--- src/rtl/transport_link_arbiter.sv ---
// Shares one transportSend port between two requesters: word-at-a-time issue paced on tx_busy,
// burst-limited round robin, control words preempting audio at word boundaries.
module transport_link_arbiter #(
  parameter int unsigned MAX_BURST  = 4,
  parameter logic [1:0]  AUDIO_CMD  = 2'b11,
  parameter int unsigned GAP_CYCLES = 1
) (
  input  logic        clk,
  input  logic        reset,
  input  logic        req0_valid,
  input  logic [1:0]  req0_cmd,
  input  logic [15:0] req0_data,
  output logic        req0_ready,
  input  logic        req1_valid,
  input  logic [1:0]  req1_cmd,
  input  logic [15:0] req1_data,
  output logic        req1_ready,
  output logic [1:0]  tx_cmd,
  output logic [15:0] tx_data,
  input  logic        tx_busy,
  output logic        owner,
  output logic [7:0]  burst_cnt,
  output logic        drop_err
);

  localparam logic [2:0] StIdle     = 3'd0;
  localparam logic [2:0] StIssue    = 3'd1;
  localparam logic [2:0] StWaitBusy = 3'd2;
  localparam logic [2:0] StWaitDone = 3'd3;
  localparam logic [2:0] StGap      = 3'd4;

  localparam logic [2:0] StAfterTx = (GAP_CYCLES == 0) ? StIdle : StGap;

  logic [2:0]  stateQ, stateD;
  logic [1:0]  waitCntQ, waitCntD;
  logic [3:0]  gapCntQ, gapCntD;
  logic        ownerQ, ownerD;
  logic [7:0]  burstQ, burstD;
  logic [1:0]  txCmdQ, txCmdD;
  logic [15:0] txDataQ, txDataD;
  logic        ready0Q, ready0D;
  logic        ready1Q, ready1D;
  logic        dropErrQ, dropErrD;

  // A requester whose ready is pulsing this cycle still shows its old word; ignore it.
  logic elig0, elig1;
  logic drop0, drop1;
  logic legal0, legal1;
  logic ctrl0, ctrl1;
  logic ownerLegal, otherLegal, burstOpen;
  logic sel;

  assign elig0  = req0_valid && !ready0Q;
  assign elig1  = req1_valid && !ready1Q;
  assign drop0  = elig0 && (req0_cmd == 2'b00);
  assign drop1  = elig1 && (req1_cmd == 2'b00);
  assign legal0 = elig0 && (req0_cmd != 2'b00);
  assign legal1 = elig1 && (req1_cmd != 2'b00);
  assign ctrl0  = legal0 && (req0_cmd != AUDIO_CMD);
  assign ctrl1  = legal1 && (req1_cmd != AUDIO_CMD);

  assign ownerLegal = ownerQ ? legal1 : legal0;
  assign otherLegal = ownerQ ? legal0 : legal1;
  // burst_cnt==0 means no burst in progress, so the reset owner=1 hands the first tie to req0.
  assign burstOpen  = (burstQ != 8'd0) && (32'(burstQ) < MAX_BURST);

  always_comb begin
    sel = ~ownerQ;
    if (ctrl0 ^ ctrl1) begin
      sel = ctrl1;
    end else if (ctrl0 && ctrl1) begin
      sel = ~ownerQ;
    end else if (ownerLegal && (burstOpen || !otherLegal)) begin
      sel = ownerQ;
    end else begin
      sel = ~ownerQ;
    end
  end

  always_comb begin
    stateD   = stateQ;
    waitCntD = waitCntQ;
    gapCntD  = gapCntQ;
    ownerD   = ownerQ;
    burstD   = burstQ;
    txCmdD   = 2'b00;
    txDataD  = txDataQ;
    ready0D  = 1'b0;
    ready1D  = 1'b0;
    dropErrD = dropErrQ;
    case (stateQ)
      StIdle: begin
        if (drop0 || drop1) begin
          dropErrD = 1'b1;
          if (drop0) begin
            ready0D = 1'b1;
          end else begin
            ready1D = 1'b1;
          end
        end else if (!tx_busy && (legal0 || legal1)) begin
          stateD  = StIssue;
          txCmdD  = sel ? req1_cmd : req0_cmd;
          txDataD = sel ? req1_data : req0_data;
          ready0D = ~sel;
          ready1D = sel;
          if (sel != ownerQ) begin
            ownerD = sel;
            burstD = 8'd1;
          end else if (burstQ != 8'hFF) begin
            burstD = burstQ + 8'd1;
          end
        end
      end
      StIssue: begin
        stateD   = StWaitBusy;
        waitCntD = 2'd0;
      end
      StWaitBusy: begin
        if (tx_busy) begin
          stateD = StWaitDone;
        end else if (waitCntQ == 2'd3) begin
          // transportSend never went busy; treat the word as accepted.
          stateD  = StAfterTx;
          gapCntD = 4'd0;
        end else begin
          waitCntD = waitCntQ + 2'd1;
        end
      end
      StWaitDone: begin
        if (!tx_busy) begin
          stateD  = StAfterTx;
          gapCntD = 4'd0;
        end
      end
      StGap: begin
        if (32'(gapCntQ) == GAP_CYCLES - 1) begin
          stateD = StIdle;
        end else begin
          gapCntD = gapCntQ + 4'd1;
        end
      end
      default: stateD = StIdle;
    endcase
  end

  always_ff @(posedge clk) begin
    if (reset) begin
      stateQ   <= StIdle;
      waitCntQ <= 2'd0;
      gapCntQ  <= 4'd0;
      ownerQ   <= 1'b1;
      burstQ   <= 8'd0;
      txCmdQ   <= 2'b00;
      txDataQ  <= 16'd0;
      ready0Q  <= 1'b0;
      ready1Q  <= 1'b0;
      dropErrQ <= 1'b0;
    end else begin
      stateQ   <= stateD;
      waitCntQ <= waitCntD;
      gapCntQ  <= gapCntD;
      ownerQ   <= ownerD;
      burstQ   <= burstD;
      txCmdQ   <= txCmdD;
      txDataQ  <= txDataD;
      ready0Q  <= ready0D;
      ready1Q  <= ready1D;
      dropErrQ <= dropErrD;
    end
  end

  assign req0_ready = ready0Q;
  assign req1_ready = ready1Q;
  assign tx_cmd     = txCmdQ;
  assign tx_data    = txDataQ;
  assign owner      = ownerQ;
  assign burst_cnt  = burstQ;
  assign drop_err   = dropErrQ;

endmodule

--- config.mk ---
export PLATFORM = sky130hd
export DESIGN_NAME = transport_link_arbiter
export DESIGN_NICKNAME = d
export VERILOG_FILES = /design/src/rtl/transport_link_arbiter.sv
export SDC_FILE = /design/constraint.sdc
export NUM_CORES = 1
export LEC_CHECK = 0
export BUFFER_PORTS_ARGS = -buffer_cell sky130_fd_sc_hd__buf_4
export CAP_MARGIN = 40
export CORE_ASPECT_RATIO = 1.5
export CORE_UTILIZATION = 40
export CTS_BUF_LIST = sky130_fd_sc_hd__clkbuf_2
export DETAILED_ROUTE_END_ITERATION = 10
export GPL_ROUTABILITY_DRIVEN = 0
export PLACE_DENSITY = 0.66
export SLEW_MARGIN = 20
export SYNTH_ARGS = -nofsm -noshare
export SYNTH_HDL_FRONTEND = slang
export SYNTH_SLANG_ARGS = --single-unit
export TNS_END_PERCENT = 50
--- constraint.sdc ---
create_clock -name clk -period 2.2 [get_ports clk]
set_input_delay 0.33 -clock clk [delete_from_list [all_inputs] [get_ports clk]]
set_output_delay 0.33 -clock clk [all_outputs]
set_load 0.02 [all_outputs]
==> summary.txt, run 1 <==
Critical path
  • Max stage delay on crit path: 380 ps
  • Worst path depth: 9
  • Most frequent CP cell: nor2_4
  • Worst path cell trace: nand2b_4 -> nor2_4 -> ha_4 -> nor2_4 -> nor4b_4 -> buf_4 -> nand2_1 -> a32o_1 -> a211oi_1
  • FF-to-FF path depth: 9
  • Req. time, crit path: approximately 2500 ps
  • CP arrival: 2360 ps
  • Crit path max-delay cell type: dfxtp_2
  • Startpoint types: flip-flop
  • CP Capture Type: flip-flop
  • CP max FO: 3
  • Crit Path Category: reg -> reg
  • Cell family with most CP delay: simple AND/OR/NAND/NOR gates
  • Buf+Inv Stages, Crit Path: 1

Global route
  • Largest net degree at the start of global routing: 30
  • GR Overflow Total: 0
  • First-pass GRT wire length: 9.735 mm
  • Vias in the first global route: around 2200
  • Overall routing resource usage: a little over a fifth
  • Number of antenna violations at the first check in global routing: 0

Routing
  • WL final: 6.024 mm
  • DRC errors left: 0
  • DR top layer: met4
  • 1st-pass router iterations: 4
  • DRT iter0 DRCs: approximately 120
  • Met2 WL: 3.330 mm
  • Via density: 5.508
  • Vias: 2319
  • Routed WL per cell: 14.31 µm
  • Met1 WL: 2.373 mm
  • Post-DRT Antenna Nets: 0
  • Met3 wire len: 275 µm

Cells and area
  • Share of post-route cells with drive strength above 1: between 30% and 40%
  • Non-filler instance count after layout: 421
  • P&R area growth vs syn: 42.40%
  • Fillers: 510
  • Multi-input gate area: 0.001378 mm²
  • Ant. Diodes: 0
  • Register area: between 700 and 800 µm²
  • Nets: around 400

Power and ir drop
  • Power density over the cells: 570.6 mW/mm²
  • Cell-internal power: between 0.001 and 0.0015 W
  • Share of power burned in registers: 44.6%
  • Leakage: around 1.2 nW
  • Worst VDD drop: 0.2531 mV
  • Net Sw Frac: 35.14%
  • Psw: 0.0006184 W
  • Clock power frac: 17.1%
  • Combinational power share: roughly two fifths

Clocking
  • Clk pin slew, worst setup/hold paths: ~200 ps
  • CTS Buf Count: 5
  • H-tree levels: 2
  • Worst-case clock buffer depth: 2
  • Cts-stage hold buffer count: 0
  • Clk Latency, worst-skew pair: between 300 and 400 ps
  • Clock sinks: 39
  • CTS tree: done
  • Root Driver: clkbuf_2

Yosys
  • Ys flop type: dfxtp_1
  • Synth cell count leaders: dfxtp_1 (39), nor2_1 (34), o21ai_0 (26)
  • Yosys reg bits: 39
  • Synth top area cells: dfxtp_1 (36%), a211oi_1 (6.9%), o21ai_0 (6.0%)
  • Mapped Area: 0.002166 mm²
  • Post-synthesis sequential area ratio: between 30% and 40%
  • Asr flop ratio synth: 0%
  • YS warnings: 0
  • Top-count cell post-synth: dfxtp_1
  • Post-synth top area share: 36.05%
  • Syn Inst Count: 257
  • Post-Syn Nets: roughly 300
  • Post-Syn Area per Cell: 8.427 µm²
  • Cell taking the most area after synthesis: dfxtp_1
  • Post-synth EDFFs: 0
  • Netlist cell types: 57

Floorplanning
  • # rows: 32
  • Die Y: 92.12 µm
  • Ports: 71
  • Core area: 0.005165 mm²
  • Die Wd: 62.08 µm
  • Die Area: 0.005719 mm²
  • Initial Util: around two fifths

Placed design
  • # port buffers: 70
  • DP HPWL: 4.453 mm
  • Placed Instances: 410
  • Worst slack, placed: -330.4 ps

STA
  • Clock Skew: 14.76 ps
  • Tcrit/Tclk final: about 94%
  • Final setup viols: 0
  • Fmax: between 400 and 500 MHz
  • Minimum clock period: roughly 2100 ps
  • Final Hold Fails: 0
  • Worst Slack Setup Final: 142.4 ps
  • Slew Limit Fails: 0
  • Worst Max-Slew Pin Slew: 512.7 ps
  • Worst slew margin: around two thirds

Outcome
  • Status: complete, no violations

Flow run
  • Max-cap violations: 0

Worst hold path
  • Tightest Hold Check Type: in -> reg
  • Min-Delay Path Depth: 3
flip-flops by register name, indices dropped and copies added, names as in the netlist:
name	flops
req0_ready	1
tx_data	16
stateQ	3
gapCntQ	4
burst_cnt	8
tx_cmd	2
drop_err	1
owner	1
req1_ready	1
waitCntQ	2
cell families after synthesis:
kind of cell	share of synthesized area, %
AOI/OAI and AO/OA	31.20
and+or+nand+nor	21.61
DFF	36.05
buffers and inverters	4.737
adders and majority gates	3.466
xor gates and xnor gates	2.022
muxes	0.9244
per-stage QoR:
step | util, % | setup TNS (ps) | power, W | hold slack (ps) | area [µm²]
after floorplan | - | 0 | 0.001167 | 476.0 | 2188
after global placement | 56.90 | -5339 | 0.001411 | 447.1 | 2939
after detailed placement | 56.90 | -6067 | 0.001417 | 445.7 | 2939
after CTS | 58.14 | 0 | 0.001740 | 179.2 | 3003
after global routing | 59.71 | -10.54 | 0.001872 | 153.9 | 3084
final | 59.71 | 0 | 0.001760 | 200.2 | 3084
power by group through the flow:
| stage | Combinational, W | Clock, W | Sequential [W] |
|---|---|---|---|
| after floorplan | 0.000318 | 0 | 0.000849 |
| after global placement | 0.000612 | 0 | 0.000800 |
| after detailed placement | 0.000616 | 0 | 0.000801 |
| after CTS | 0.000643 | 0.000311 | 0.000786 |
| after global routing | 0.000736 | 0.000343 | 0.000794 |
| final | 0.000674 | 0.000301 | 0.000785 |
per-layer routing:
metal  track usage, %  vias to the layer above
li1                 -                     1168
met3            4.372                        4
met1            24.43                     1090
met4            7.037                        0
met2            39.45                       57
met5                0                        -
final cells by class:
type,instances,share of cell area (%)
multi-input cells,196,44.67
well taps,68,2.759
inverters,9,1.095
repair buffers,103,25.11
clock buffers,6,0.9736
flip-flops and latches,39,25.40
layout by cell type, fill, tap and decap left out, types with 2 or more instances in the layout:
cell,instances
nor2b_1,2
nor2_1,31
o21ai_0,26
nand2b_1,2
or3_1,2
nor2_4,3
dfxtp_2,2
nor3_1,8
inv_1,9
ha_1,5
clkbuf_2,6
buf_4,101
nand2_1,5
a31oi_1,16
a41oi_1,3
nand4_1,2
a22oi_1,2
dfxtp_1,37
nand3_1,9
xor2_1,2
xnor2_1,3
mux2i_1,2
and2_1,3
a21oi_1,10
o21bai_1,2
nor3_2,3
a211oi_1,20
o21a_1,3
worst paths after layout:
| check | endpoint | slack, ps | startpoint |
|---|---|---|---|
| min reg2reg | drop_err$_SDFFE_PP0P_ | 470 | drop_err$_SDFFE_PP0P_ |
| max | burst_cnt[5]$_SDFFE_PP0P_ | 140 | req1_ready$_SDFF_PP0_ |
| max reg2reg | burst_cnt[5]$_SDFFE_PP0P_ | 140 | req1_ready$_SDFF_PP0_ |
| min | tx_data[12]$_SDFFE_PP0P_ | 200 | req0_data[12] |
worst register-to-register path, delay by kind of cell (launching register included):
family	cells	cell delay, ps
simple gates	5	760
compound gates	2	440
flops	1	380
fa+ha+maj	1	230
buf+inv	1	170
timing repair:
action / 4_1_cts / 5_1_grt
resized for setup: 1 / 15
pin swaps: 1 / 2
setup buffers: 3 / 1
setup endpoints to repair: 19 / 27
cloned: 0 / 1
No activity file was read; power rests on OpenSTA's default activity.
==> run 2: changes to the inputs <==
- CTS_BUF_LIST: sky130_fd_sc_hd__clkbuf_2 -> not set
==> summary.txt, run 2 (synthesized netlist as in run 1, its figures left out) <==
Outcome
  • Status: complete, no violations

STA
  • Setup TNS: 0 ps
  • Worst slew margin: between 70 and 80%
  • Worst Max-Slew Pin Slew: about 430 ps
  • Final Hold Fails: 0
  • Clock Skew: 1.614 ps
  • Fmax: 477.0 MHz
  • Final setup viols: 0
  • Tcrit/Tclk final: 95.30%
  • Minimum clock period: 2097 ps
  • Slew Limit Fails: 0

Critical path
  • Max stage delay on crit path: 320 ps
  • Req. time, crit path: about 2400 ps
  • R2r endpoint: owner$_SDFFE_PP1P_
  • Startpoint types: flip-flop
  • FF-to-FF path depth: 10
  • Worst setup path end: owner$_SDFFE_PP1P_
  • Crit Path Category: reg -> reg
  • Worst path cell trace: nand2b_2 -> nor2_2 -> ha_1 -> nor2_2 -> nor4b_4 -> buf_4 -> o2bb2ai_4 -> buf_6 -> nor3_1 -> a211o_1
  • R2R Setup Slk: 100 ps
  • Crit path max-delay cell type: dfxtp_2
  • CP max FO: 6
  • Most frequent CP cell: nor2_2
  • Reg-to-Reg Start: req0_ready$_SDFF_PP0_
  • CP arrival: 2270 ps
  • CP Capture Type: flip-flop
  • Critical Path Start: req0_ready$_SDFF_PP0_

Cells and area
  • Fillers: 495
  • Share of post-route cells with drive strength above 1: 38.87%
  • Register area: 783.3 µm²
  • P&R area growth vs syn: 45.52%
  • Multi-input gate area: 0.001371 mm²
  • Ant. Diodes: 0
  • Nets: 403
  • Most frequent cells in the layout: buf_4 (101), dfxtp_1 (37), nor2_1 (31)
  • Non-filler instance count after layout: approximately 420
  • Commonest non-fill, non-tap cell in the layout: buf_4
  • Max reg flops: 16

Clocking
  • CTS Buf Count: 5
  • CTS tree: done
  • Worst-case clock buffer depth: 2
  • Clock sinks: 39
  • Clk pin slew, worst setup/hold paths: 70 ps
  • H-tree levels: 2
  • Clk Latency, worst-skew pair: about 280 ps
  • Root Driver: clkbuf_8

Global route
  • Overall routing resource usage: 22.06%
  • Vias in the first global route: 2193
  • GR Overflow Total: 0
  • Number of antenna violations at the first check in global routing: 0
  • Largest net degree at the start of global routing: 30
  • First-pass GRT wire length: 9.708 mm

Placed design
  • DP HPWL: 4.453 mm
  • # port buffers: 70
  • Placed Instances: 410

Routing
  • Vias: 2298
  • WL final: approximately 6.1 mm
  • DRT iter0 DRCs: 132
  • 1st-pass router iterations: 5
  • Post-DRT Antenna Nets: 0
  • Routed WL per cell: 14.35 µm
  • Via density: 5.433
  • DRC errors left: 0

Worst hold path
  • Tightest Hold Check Type: in -> reg

Floorplanning
  • Initial Util: 41.93%
  • Core area: 0.005165 mm²
  • Die Wd: 62.08 µm
  • # rows: 32
  • Ports: slightly above 70
  • Die Area: 0.005719 mm²
  • Die Y: 92.12 µm

Power and ir drop
  • Leakage: roughly 1.3 nW
  • Worst VDD drop: about 0.37 mV
  • Power density over the cells: 610.2 mW/mm²

Flow run
  • Max-cap violations: 0
## run 2: changes by cell type in the layout (fill, tap and decap cells not counted), sizes merged
cell / before / now
buf: 103 / 105
## run 2: layout make-up
type	count	share of cell area, %
multi-input cells	196	43.51
repair buffers	105	25.57
flip-flops and latches	39	24.85
well taps	68	2.699
clock buffers	6	2.303
inverters	9	1.072
## run 2: where the power goes
group	internal, W	switching, W	total (W)	leakage [nW]
Sequential	0.000752	0.0000319	0.000784	0.319
Combinational	0.000330	0.000362	0.000692	0.926
Clock	0.000212	0.000235	0.000447	0.0371
Total	0.00129	0.000630	0.00192	1.28
## run 2: per-layer routing
metal / vias to the layer above / global-route usage [%] / share of wire (%)
met3: 5 / 4.372 / 4.0
li1: 1170 / - / -
met2: 47 / 39.45 / 55
met5: - / 0 / 0
met4: 0 / 7.593 / 1.3
met1: 1076 / 24.43 / 40
## run 2: how the worst min path moves through the flow
stage | startpoint | endpoint | slack [ps] | cells after the start
2_1_floorplan | req1_cmd[0] | tx_cmd[0]$_SDFF_PP0_ | 480 | 2
3_3_place_gp | drop_err$_SDFFE_PP0P_ | drop_err$_SDFFE_PP0P_ | 450 | 2
3_5_place_dp | drop_err$_SDFFE_PP0P_ | drop_err$_SDFFE_PP0P_ | 450 | 2
4_1_cts | req0_data[12] | tx_data[12]$_SDFFE_PP0P_ | 310 | 3
5_1_grt | req0_data[12] | tx_data[12]$_SDFFE_PP0P_ | 310 | 3
6_report | req0_data[12] | tx_data[12]$_SDFFE_PP0P_ | 320 | 3
## run 2: what timing repair did
action,in CTS,in global routing
endpoints found under the setup margin,17,23
pin swaps,1,5
setup buffers,3,3
gates resized for setup,1,17
hold buffers,0,0
cloned,0,1
## run 2: per-stage QoR
step | total power [W] | setup slack (ps) | hold slack, ps | area [µm²] | util [%]
2_1_floorplan | 0.001167 | 44.10 | 476.0 | 2188 | -
3_3_place_gp | 0.001411 | -292.2 | 447.1 | 2939 | 56.90
3_5_place_dp | 0.001417 | -330.4 | 445.7 | 2939 | 56.90
4_1_cts | 0.001889 | 25.42 | 312.4 | 3045 | 58.96
5_1_grt | 0.002039 | -14.57 | 311.9 | 3152 | 61.02
6_report | 0.001923 | 103.4 | 317.6 | 3152 | 61.02
## run 2: worst max-delay path, delay by kind of cell (launching register included)
family | cells | cell delay (ps)
fa+ha+maj | 1 | 270
flops | 1 | 320
simple gates | 5 | 680
buf+inv | 2 | 330
compound gates | 2 | 400
